[src/rtl/pipe_stage_skid_reg.sv]
// Pipeline stage register between two CPU stages (IF/ID, ID/EX, EX/MEM, MEM/WB).
// Carries PC plus an opaque payload with a valid/ready handshake, an optional skid
// entry, a hazard hold, a branch flush and a saturating bubble counter.
module pipe_stage_skid_reg #(
  parameter int unsigned PC_WIDTH         = 32,
  parameter int unsigned DATA_WIDTH       = 96,
  parameter int unsigned SKID_EN          = 1,
  parameter int unsigned BUBBLE_CNT_WIDTH = 16
) (
  input  logic                        clk,
  input  logic                        rst_n,
  input  logic                        in_valid,
  output logic                        in_ready,
  input  logic [PC_WIDTH-1:0]         in_pc,
  input  logic [DATA_WIDTH-1:0]       in_data,
  input  logic                        hold,
  input  logic                        flush,
  output logic                        out_valid,
  input  logic                        out_ready,
  output logic [PC_WIDTH-1:0]         out_pc,
  output logic [DATA_WIDTH-1:0]       out_data,
  output logic                        out_no_op,
  output logic [BUBBLE_CNT_WIDTH-1:0] bubble_cnt
);

  // EMPTY: nothing held; FULL: main entry only; SKID: main and skid entries.
  typedef enum logic [1:0] {
    ST_EMPTY = 2'd0,
    ST_FULL  = 2'd1,
    ST_SKID  = 2'd2
  } state_t;

  state_t                  state;
  logic                    main_v;
  logic                    skid_v;
  logic                    accept;
  logic                    pop;
  logic [PC_WIDTH-1:0]     skid_pc;
  logic [DATA_WIDTH-1:0]   skid_data;

  // Valid bits are decoded from the state so they can never disagree with it.
  assign main_v = (state != ST_EMPTY);
  assign skid_v = (state == ST_SKID);

  // Hold and flush both mask the handshake; in the skid configuration ready
  // comes from registers only, otherwise it passes downstream ready through.
  assign in_ready  = ((SKID_EN != 0) ? ~skid_v : (~main_v | out_ready)) & ~hold & ~flush;
  assign out_valid = main_v & ~hold & ~flush;
  assign out_no_op = ~out_valid;

  assign accept = in_valid & in_ready;
  assign pop    = out_valid & out_ready;

  // State and main entry: flush clears valids only, hold freezes everything.
  always_ff @(posedge clk) begin
    if (!rst_n) begin
      state    <= ST_EMPTY;
      out_pc   <= '0;
      out_data <= '0;
    end else if (flush) begin
      state <= ST_EMPTY;
    end else if (!hold) begin
      case (state)
        ST_EMPTY: begin
          if (accept) begin
            state    <= ST_FULL;
            out_pc   <= in_pc;
            out_data <= in_data;
          end
        end
        ST_FULL: begin
          if (accept && pop) begin
            out_pc   <= in_pc;
            out_data <= in_data;
          end else if (pop) begin
            state <= ST_EMPTY;
          end else if (accept) begin
            // Without a skid entry accept implies pop, so this branch is
            // only reachable when the skid entry exists.
            state <= (SKID_EN != 0) ? ST_SKID : ST_FULL;
          end
        end
        ST_SKID: begin
          if (pop) begin
            state    <= ST_FULL;
            out_pc   <= skid_pc;
            out_data <= skid_data;
          end
        end
        default: state <= ST_EMPTY;
      endcase
    end
  end

  // Skid entry exists only when enabled; it captures input accepted while FULL
  // and the downstream stage is not consuming.
  generate
    if (SKID_EN != 0) begin : g_skid
      logic                  skid_load;
      logic [PC_WIDTH-1:0]   skid_pc_q;
      logic [DATA_WIDTH-1:0] skid_data_q;

      assign skid_load = ~flush & ~hold & (state == ST_FULL) & accept & ~pop;

      // Skid payload register; flush leaves the payload untouched.
      always_ff @(posedge clk) begin
        if (!rst_n) begin
          skid_pc_q   <= '0;
          skid_data_q <= '0;
        end else if (skid_load) begin
          skid_pc_q   <= in_pc;
          skid_data_q <= in_data;
        end
      end

      assign skid_pc   = skid_pc_q;
      assign skid_data = skid_data_q;
    end else begin : g_no_skid
      assign skid_pc   = '0;
      assign skid_data = '0;
    end
  endgenerate

  // Saturating count of post-reset cycles in which no instruction is presented.
  always_ff @(posedge clk) begin
    if (!rst_n) begin
      bubble_cnt <= '0;
    end else if (!out_valid && (bubble_cnt != {BUBBLE_CNT_WIDTH{1'b1}})) begin
      bubble_cnt <= bubble_cnt + BUBBLE_CNT_WIDTH'(1);
    end
  end

endmodule

[config.mk]
export PLATFORM = sky130hd
export DESIGN_NAME = pipe_stage_skid_reg
export DESIGN_NICKNAME = d
export VERILOG_FILES = /design/src/rtl/pipe_stage_skid_reg.sv
export SDC_FILE = /design/constraint.sdc
export NUM_CORES = 1
export LEC_CHECK = 0
export BUFFER_PORTS_ARGS = -buffer_cell sky130_fd_sc_hd__clkbuf_2
export CAP_MARGIN = 5
export CORE_UTILIZATION = 40
export DETAILED_ROUTE_END_ITERATION = 10
export PLACE_DENSITY = 0.69
export SETUP_SLACK_MARGIN = 0.5
export SKIP_LAST_GASP = 1
export SLEW_MARGIN = 5
export SYNTH_ARGS = -nofsm -noshare
export SYNTH_HDL_FRONTEND = slang
export SYNTH_SLANG_ARGS = --single-unit
[constraint.sdc]
create_clock -name clk -period 4.6 [get_ports clk]
set_input_delay 0.69 -clock clk [delete_from_list [all_inputs] [get_ports clk]]
set_output_delay 0.69 -clock clk [all_outputs]
set_load 0.005 [all_outputs]
; ---- Word level (Yosys, flattened, before mapping)
; Index checks and enable logic that the tools add are counted.
[word_totals]
reg_bits = 274
latch_bits = 0
ram_bits = 0
rom_bits = 0
input_bits = 134
out_inout_bits = 147
wordCells = 54
mem_count = 0
[op_classes]
addsub = 1
n_mul = 0
div = 0
magnitude_cmp = 0
n_eq_ne = 8
shift = 0
muxes = 14
n_bitwise = 16
n_reduce_logical = 9
[op_table]
columns = operator, n
row1 = two-way mux 96 bit, 3
row2 = case mux 96 bit (3 select lines), 1
row3 = two-way mux 32 bit, 3
row4 = case mux 32 bit (3 select lines), 1
row5 = "adder 16 x 1 -> 16 bit, second input constant", 1
row6 = "inequality test 16 bit, second input constant", 1
row7 = bitwise AND 1 bit, 10
row8 = two-way mux 2 bit, 5
row9 = "inequality test 2 bit, second input constant", 3
row10 = NOT 1 bit, 6
row11 = case mux 2 bit (3 select lines), 1
row12 = AND reduction 6 bit, 1
row13 = AND reduction 5 bit, 1
row14 = "inequality test 3 bit, second input constant", 1
row15 = nonzero test 3 bit, 1
row16 = "== test 2 x 1 -> 1 bit, second input constant", 1
row17 = "== test 2 bit, second input constant", 1
row18 = logical AND 1 bit, 2
row19 = logical NOT 2 bit, 1
row20 = "inequality test 2 x 1 -> 1 bit, second input constant", 1
row21 = nonzero test 2 bit, 1
row22 = OR reduction 2 bit, 1
row23 = logical NOT 1 bit, 1

; ---- Longest topological paths before layout
; Gate-level depths: netlist of the first run.
[logic_depth]
ltp_word = 9
ltp_mapped = 6
ltp_nobuf = 5

; ---- Worst setup path before layout of the first run
; Ideal clock, no wire load.
[synth_timing]
path_kind = input port to output port
startpoint = input port hold
endpoint = output port in_ready
arrival_ns = 1.547
required_time_ns = 3.910
path_slack_ns = 2.363
stages = 4
n_path_buf = 2
path_cell_list = nor2_1 -> clkbuf_1 -> buf_2 -> and2_1
[synth_via]
elab_chain_len = 3
[synth_lines]
columns = item, line_no
row1 = from (decl), 16  ; input logic hold,
row2 = NOT 1 bit (no line), -
row3 = bitwise AND 1 bit (2 in series), 47  ; assign in_ready = ((SKID_EN != 0) ? ~skid_v : (~main_v | out_ready)) & ~hold & ~flush;
row4 = to (decl), 13  ; output logic in_ready,
; No other way between the ends.

; ---- Worst setup path after layout of the first run
; Same ends and word-level chain as after synthesis.

==> impl_metrics.csv, run 1 <==
group,metric,value,unit
setup_path,startpoint_type,"input port",
route,ant_nets,0,
power_and_ir_drop,total_power,5450,uW
logic_synthesis,syn-num-nets,1396,
timing,clock_skew,0.0152,ns
logic_synthesis,syn-instance-count,1261,
grt,grt_antenna_before_repair,0,
route,wl_per_cell,16.6,microns
logic_synthesis,async_reset_ff_frac,0,
placed_design,gp_congestion,0.787,
logic_synthesis,ys_seq_area_frac,0.486,
grt,grt_pass1_wl,49400,microns
timing,fmaxAchievable,0.370,GHz
setup_path,crit_fanout,57,
setup_path,endpoint,"in_ready",
timing,relSlewSlack,0.352,
setup_path,slowest_delay,0.60,ns
timing,timing.final.crit_period,2.70,ns
power_and_ir_drop,p_clk_frac,0.473,
setup_path,crit_chain,"clkbuf_2 -> nor2_4 -> buf_4 -> and2_1 -> clkbuf_2",
placed_design,dp_hpwl,18600,microns
die,ioPinCount,281,
timing,slew_violations,0,
timing,fin_crit_sh,0.587,
setup_path,reg2reg_slack,2.12,ns
layout,antenna_cells,0,
logic_synthesis,synth_flop_cell,"dfxtp_1",
route,dr.pass1.iters,5,
min_path,hp-class,"input port to flip-flop",
logic_synthesis,synth_seq_cells,274,
layout,areaGrowthSynthToFinish,23.0,%
route,drtIter0Drc,606,
power_and_ir_drop,power.share.switching,0.228,
cts,holdBufCountCts,0,
setup_path,cp_top_family,"buffers and inverters",
route,dr_total_vias,9911,
timing,tns,0,ns
grt,grt.overflow.total,0,
power_and_ir_drop,pwr-share-seq,0.453,
setup_path,crit_required,3.91,ns
setup_path,cp.depth,5,
layout,nets,1605,
die,start_util,0.406,
timing,worstMarginPinSlew,0.972,ns
die,die_h,170,microns
cts,numClockSinks,274,
setup_path,critical_path.startpoint,"hold",
run_status,status,"complete, no violations",
die,dieArea,28900,sq um
cts,root_buffer,"clkbuf_16",
logic_synthesis,synth_cell_types,41,
grt,grt_pass1_vias,9513,
setup_path,rr_endpoint,"g_skid.skid_data_q[34]",
logic_synthesis,syn_area,11300,sq um
timing,finalSetupViolCount,0,
setup_path,crit_slowest_cell,"buf_4",
power_and_ir_drop,p_int,4210,uW
grt,grt_max_degree,143,
setup_path,r2r_cells,5,
setup_path,worst_ep_arrival_time,2.01,ns
power_and_ir_drop,p_switching,1240,uW
timing,rsz0062_at_grt,"false",
placed_design,port_buffers,280,
job,maxCapViolations,0,
setup_path,rr_startpoint,"state[0]",
cts,cts_buffer_depth,3,
cts,post_cts_buffers,0,
logic_synthesis,postSynthAreaPerCell,8.95,sq um
power_and_ir_drop,power_density,393,nW/um^2
cts,cts_tree,"done",
route,drc,0,
setup_path,crit_type,"input port to output pin",
cts,cts-buffers-inserted,30,
logic_synthesis,ys.warnings.count,0,
cts,cts_resized,0,
timing,finalHoldViolations,0,
route,wl,31100,microns
layout,final_layout_size_suffix_gt1_frac,0.254,
power_and_ir_drop,p_comb_frac,0.074,
cts,h-tree-depth,1,
power_and_ir_drop,irDropWorstVdd,0.000284,V
die,std_cell_rows,61,
route,via_per_inst,5.29,
cts,insertion_delay,0.55,ns
die,core-area,27800,sq um
grt,globalRouteTotalUtil,0.207,
cts,clk_pin_slew_worst_paths,0.06,ns
setup_path,critical_path_buf_inv_count,3,
die,die_w,170,microns
logic_synthesis,synth-edff-count,0,
setup_path,cp_common_cell,"clkbuf_2",
setup_path,crit_path_end_kind,"output pin",
power_and_ir_drop,leakagePower,0.00604,uW
layout make-up:
cell class | count | area, sq um
Clock inverter | 11 | 159
Inverter | 4 | 22.5
Fill cell | 2756 | 13900
Clock buffer | 45 | 928
Timing Repair Buffer | 292 | 1540
Multi-Input combinational cell | 868 | 5280
Sequential cell | 274 | 5490
Tap cell | 378 | 473
kinds of logic after synthesis:
family / synth area share
compound gates: 0.233
xor+xnor: 0.000776
fa+ha+maj: 0.00111
buf+inv: 0.0503
flops: 0.486
mux: 0.114
simple gates: 0.115
sequential cells by signal (all words and copies together) (netlist names):
register / cells
g_skid.skid_pc_q: 32
out_data: 96
out_pc: 32
g_skid.skid_data_q: 96
state: 2
bubble_cnt: 16
tightest hold or removal path: cells and delay by family:
family / cells / cell delay [ns]
AO/OA/AOI/OAI: 1 / 0.05
AND/OR/NAND/NOR: 1 / 0.05
buffers and inverters: 1 / 0.09
metrics by stage:
stage	hold slack [ns]	cell area [sq um]	cells	setup WS [ns]	util
3_5_place_dp	0.446	12800	1816	1.80	0.461
5_1_grt	0.351	13900	1872	1.86	0.500
4_1_cts	0.336	13900	1872	1.94	0.500
3_3_place_gp	0.440	12800	1816	1.82	0.461
6_report	0.370	13900	1872	1.90	0.500
2_1_floorplan	0.436	11300	1261	2.36	-
layer usage:
metal / vias up / track usage / share of wire
li1: 4914 / - / -
met1: 4678 / 0.256 / 0.44
met2: 273 / 0.354 / 0.46
met3: 46 / 0.0593 / 0.080
met4: 0 / 0.0486 / 0.021
met5: - / 0 / 0
power groups by stage:
stage / sequential [uW] / combinational, uW / clock, uW
final: 2470 / 402 / 2580
after global routing: 2480 / 442 / 2740
after CTS: 2470 / 403 / 2650
after detailed placement: 2520 / 403 / 0
after global placement: 2520 / 397 / 0
after floorplan: 2530 / 206 / 0
layout by cell type (no fill, tap or decap), types with 3 or more instances in the layout:
cell,n
a211oi_1,108
a211oi_2,20
a21oi_1,272
buf_12,4
buf_4,8
bufinv_16,4
clkbuf_1,4
clkbuf_16,31
clkbuf_2,280
clkbuf_8,10
clkinv_2,6
dfxtp_1,274
inv_1,3
mux2i_1,129
nand2_1,264
nand2b_1,4
nand4_1,5
o21ai_0,13
o311ai_0,3
o31ai_1,4
o41ai_1,3
or3_1,7
or4_1,3
synthesized netlist by cell type (2+ instances only):
library cell / instances / area share
a211oi_1: 108 / 0.072
a211oi_2: 20 / 0.022
a21oi_1: 272 / 0.12
and2_1: 2 / 0.0011
and3_1: 3 / 0.0017
and4_1: 2 / 0.0016
buf_2: 55 / 0.024
buf_4: 12 / 0.0080
clkbuf_1: 46 / 0.015
clkbuf_4: 2 / 0.0013
dfxtp_1: 274 / 0.49
inv_1: 3 / 0.0010
mux2i_1: 129 / 0.11
nand2_1: 264 / 0.088
nand2b_1: 5 / 0.0028
nand3_1: 2 / 0.00089
nand3b_1: 2 / 0.0013
nand4_1: 5 / 0.0028
nor2_1: 3 / 0.0010
nor4_1: 2 / 0.0011
o2111ai_2: 2 / 0.0027
o21ai_0: 13 / 0.0058
o311ai_0: 3 / 0.0023
o31ai_1: 4 / 0.0027
o41ai_1: 3 / 0.0023
or2_2: 2 / 0.0011
or3_1: 7 / 0.0039
or4_1: 3 / 0.0020
worst min path at each step:
stage / end / slack [ns] / startpoint / cells after the start
after floorplan: g_skid.skid_data_q[0] / 0.44 / g_skid.skid_data_q[0] / 2
after CTS: g_skid.skid_pc_q[13] / 0.34 / in_pc[13] / 3
after detailed placement: g_skid.skid_data_q[31] / 0.45 / g_skid.skid_data_q[31] / 2
after global routing: g_skid.skid_pc_q[14] / 0.35 / in_pc[14] / 3
after global placement: g_skid.skid_pc_q[6] / 0.44 / g_skid.skid_pc_q[6] / 2
final: g_skid.skid_pc_q[13] / 0.37 / in_pc[13] / 3
Note: power is estimated with default switching activity, not from simulation.
==> run 2, diff against run 1 <==
ABC_AREA = 1   (was not set)
clock period = 2.7 ns   (was 4.6 ns; I/O delays follow)
==> impl_metrics.csv, run 2 <==
group,metric,value,unit
power_and_ir_drop,p_int,7060,uW
cts,root_buffer,"clkbuf_16",
logic_synthesis,synth-edff-count,0,
cts,insertion_delay,0.54,ns
logic_synthesis,syn_area,11400,sq um
route,wl,28700,microns
timing,tns,0,ns
placed_design,port_buffers,280,
timing,relSlewSlack,0.488,
timing,fmaxAchievable,0.483,GHz
logic_synthesis,ys_seq_area_frac,0.480,
timing,clock_skew,0.00705,ns
route,via_per_inst,4.85,
cts,cts_tree,"done",
min_path,holdPathEnd,"g_skid.skid_data_q[94]",
power_and_ir_drop,pwr-share-seq,0.461,
route,dr_total_vias,10651,
grt,globalRouteTotalUtil,0.191,
layout,nFillCells,2787,
job,maxCapViolations,0,
die,ioPinCount,281,
logic_synthesis,synth_cell_types,22,
min_path,min-delay-start,"in_data[94]",
power_and_ir_drop,p_switching,2140,uW
logic_synthesis,syn-instance-count,1586,
route,drtIter0Drc,689,
die,die_w,171,microns
grt,grt_pass1_vias,9436,
logic_synthesis,ys.warnings.count,0,
timing,fin_crit_sh,0.767,
placed_design,dp_hpwl,18700,microns
timing,timing.final.crit_period,2.07,ns
cts,cts_buffer_depth,3,
logic_synthesis,yosysMostFrequentCell,"nor2_1",
logic_synthesis,synth_seq_cells,274,
grt,grt_pass1_wl,46400,microns
setup_path,slowest_delay,0.45,ns
logic_synthesis,netlist.area_leader.share,0.480,
power_and_ir_drop,power.share.switching,0.233,
die,start_util,0.409,
min_path,hp-class,"input port to flip-flop",
layout,fin_cells,2195,
setup_path,rr_startpoint,"state[0]",
cts,holdBufCountCts,0,
layout,areaGrowthSynthToFinish,21.3,%
placed_design,gp_congestion,0.846,
setup_path,crit_fanout,5,
layout,antenna_cells,0,
setup_path,reg2reg_slack,0.71,ns
power_and_ir_drop,power_density,664,nW/um^2
layout,final_layout_size_suffix_gt1_frac,0.201,
logic_synthesis,syn-num-nets,1721,
cts,h-tree-depth,1,
power_and_ir_drop,p_comb_frac,0.083,
power_and_ir_drop,p_clk_frac,0.456,
timing,slew_violations,0,
timing,worstMarginPinSlew,0.768,ns
setup_path,rr_endpoint,"out_data[94]",
min_path,min_path_cells,3,
route,dr.pass1.iters,5,
timing,rsz0062_at_grt,"false",
layout,utilization,0.496,
logic_synthesis,synth_flop_cell,"dfxtp_1",
setup_path,worst_ep_arrival_time,1.67,ns
logic_synthesis,yosys-top-cells-count,"nor2_1 (275), dfxtp_1 (274), o21ai_0 (259)",
die,core-area,27900,sq um
grt,grt_max_degree,159,
setup_path,crit_path_end_kind,"output pin",
layout,layout_commonest_cell,"clkbuf_2",
route,wl_per_cell,13.1,microns
setup_path,crit_required,2.30,ns
grt,grt.overflow.total,0,
placed_design,place_area,12800,sq um
die,dieArea,29300,sq um
layout,final_cell_mix,"clkbuf_2 (279), nor2_1 (275), dfxtp_1 (274), o21ai_0 (259), nand2_1 (202)",
setup_path,crit_slowest_cell,"dfxtp_1",
setup_path,crit_type,"flip-flop to output pin",
power_and_ir_drop,leakagePower,0.00589,uW
cts,cts-buffers-inserted,30,
route,drc,0,
run_status,status,"complete, no violations",
setup_path,crit_chain,"inv_2 -> nand2_2 -> nand2_1 -> inv_1 -> clkbuf_2",
layout,final_area,13900,sq um
setup_path,startpoint_type,"flip-flop",
die,die_h,171,microns
die,std_cell_rows,61,
timing,finalSetupViolCount,0,
layout,nets,1932,
layout,top_regs,"g_skid.skid_data_q (96), out_data (96)",
setup_path,r2r_cells,6,
logic_synthesis,postSynthAreaPerCell,7.21,sq um
logic_synthesis,yosysTopAreaCell,"dfxtp_1",
placed_design,dp_cells,2143,
logic_synthesis,synth_area_leaders,"dfxtp_1 (48%), o21ai_0 (11%), nor2_1 (9.0%)",
timing,finalHoldViolations,0,
grt,grt_antenna_before_repair,0,
cts,numClockSinks,274,
power_and_ir_drop,irDropWorstVdd,0.000472,V
cts,clk_pin_slew_worst_paths,0.06,ns
logic_synthesis,async_reset_ff_frac,0,
route,ant_nets,0,
[run 2: final cells by class]
| cell class | instances | area, sq um | area share |
|---|---|---|---|
| flip-flops and latches | 274 | 5490 | 0.396 |
| multi-input cells | 1046 | 4720 | 0.341 |
| repair buffers | 295 | 1600 | 0.115 |
| clock buffers | 38 | 842 | 0.0607 |
| inverters | 150 | 566 | 0.0408 |
| well taps | 378 | 473 | 0.0341 |
| clock inverters | 14 | 176 | 0.0127 |
[run 2: worst max path at each step]
stage                  start             to  slack [ns]  cells past startpoint
6_report            state[0]      out_valid        0.63                      5
5_1_grt             state[0]      out_valid        0.52                      5
4_1_cts             state[0]      out_valid        0.54                      5
3_5_place_dp        state[0]   out_data[23]        0.63                      8
3_3_place_gp        state[0]   out_data[23]        0.69                      8
2_1_floorplan  bubble_cnt[0]  bubble_cnt[3]        1.12                      8
[run 2: repair_timing]
item | CTS | global route
hold endpoints to repair | 0 | 0
setup endpoints to repair | 0 | 3
setup buffers | 0 | 0
gates resized for setup | 0 | 1
[run 2: through the flow]
stage	hold slack [ns]	setup WS [ns]	total power (uW)
global route	0.133	0.516	9630
detailed placement	0.439	0.634	5100
CTS	0.118	0.539	9330
floorplan	0.425	1.12	4780
finish	0.142	0.629	9210
global placement	0.433	0.692	5080
[run 2: worst max-delay path, delay by kind of cell, from the launching register on]
family	cells	cell delay (ns)
flops	1	0.45
simple gates	2	0.29
buf+inv	3	0.38
[run 2: power by group through the flow]
| stage | clock, uW | combinational [uW] | sequential (uW) |
|---|---|---|---|
| final | 4200 | 762 | 4240 |
| after global routing | 4500 | 876 | 4260 |
| after CTS | 4320 | 771 | 4240 |
| after detailed placement | 0 | 766 | 4330 |
| after global placement | 0 | 752 | 4330 |
| after floorplan | 0 | 449 | 4330 |
[run 2: logic make-up after synthesis]
logic type	count (synthesis)	share of synthesized area
xor+xnor	6	0.00460
compound gates	533	0.233
buf+inv	266	0.109
flops	274	0.480
simple gates	506	0.172
fa+ha+maj	1	0.00109
[run 2: layer usage]
| layer | vias to the layer above | global-route usage | routed length (microns) |
|---|---|---|---|
| li1 | 5532 | - | - |
| met1 | 4800 | 0.248 | 12900 |
| met2 | 271 | 0.313 | 13200 |
| met3 | 48 | 0.0440 | 1970 |
| met4 | 0 | 0.0613 | 686 |
| met5 | - | 0 | 0 |
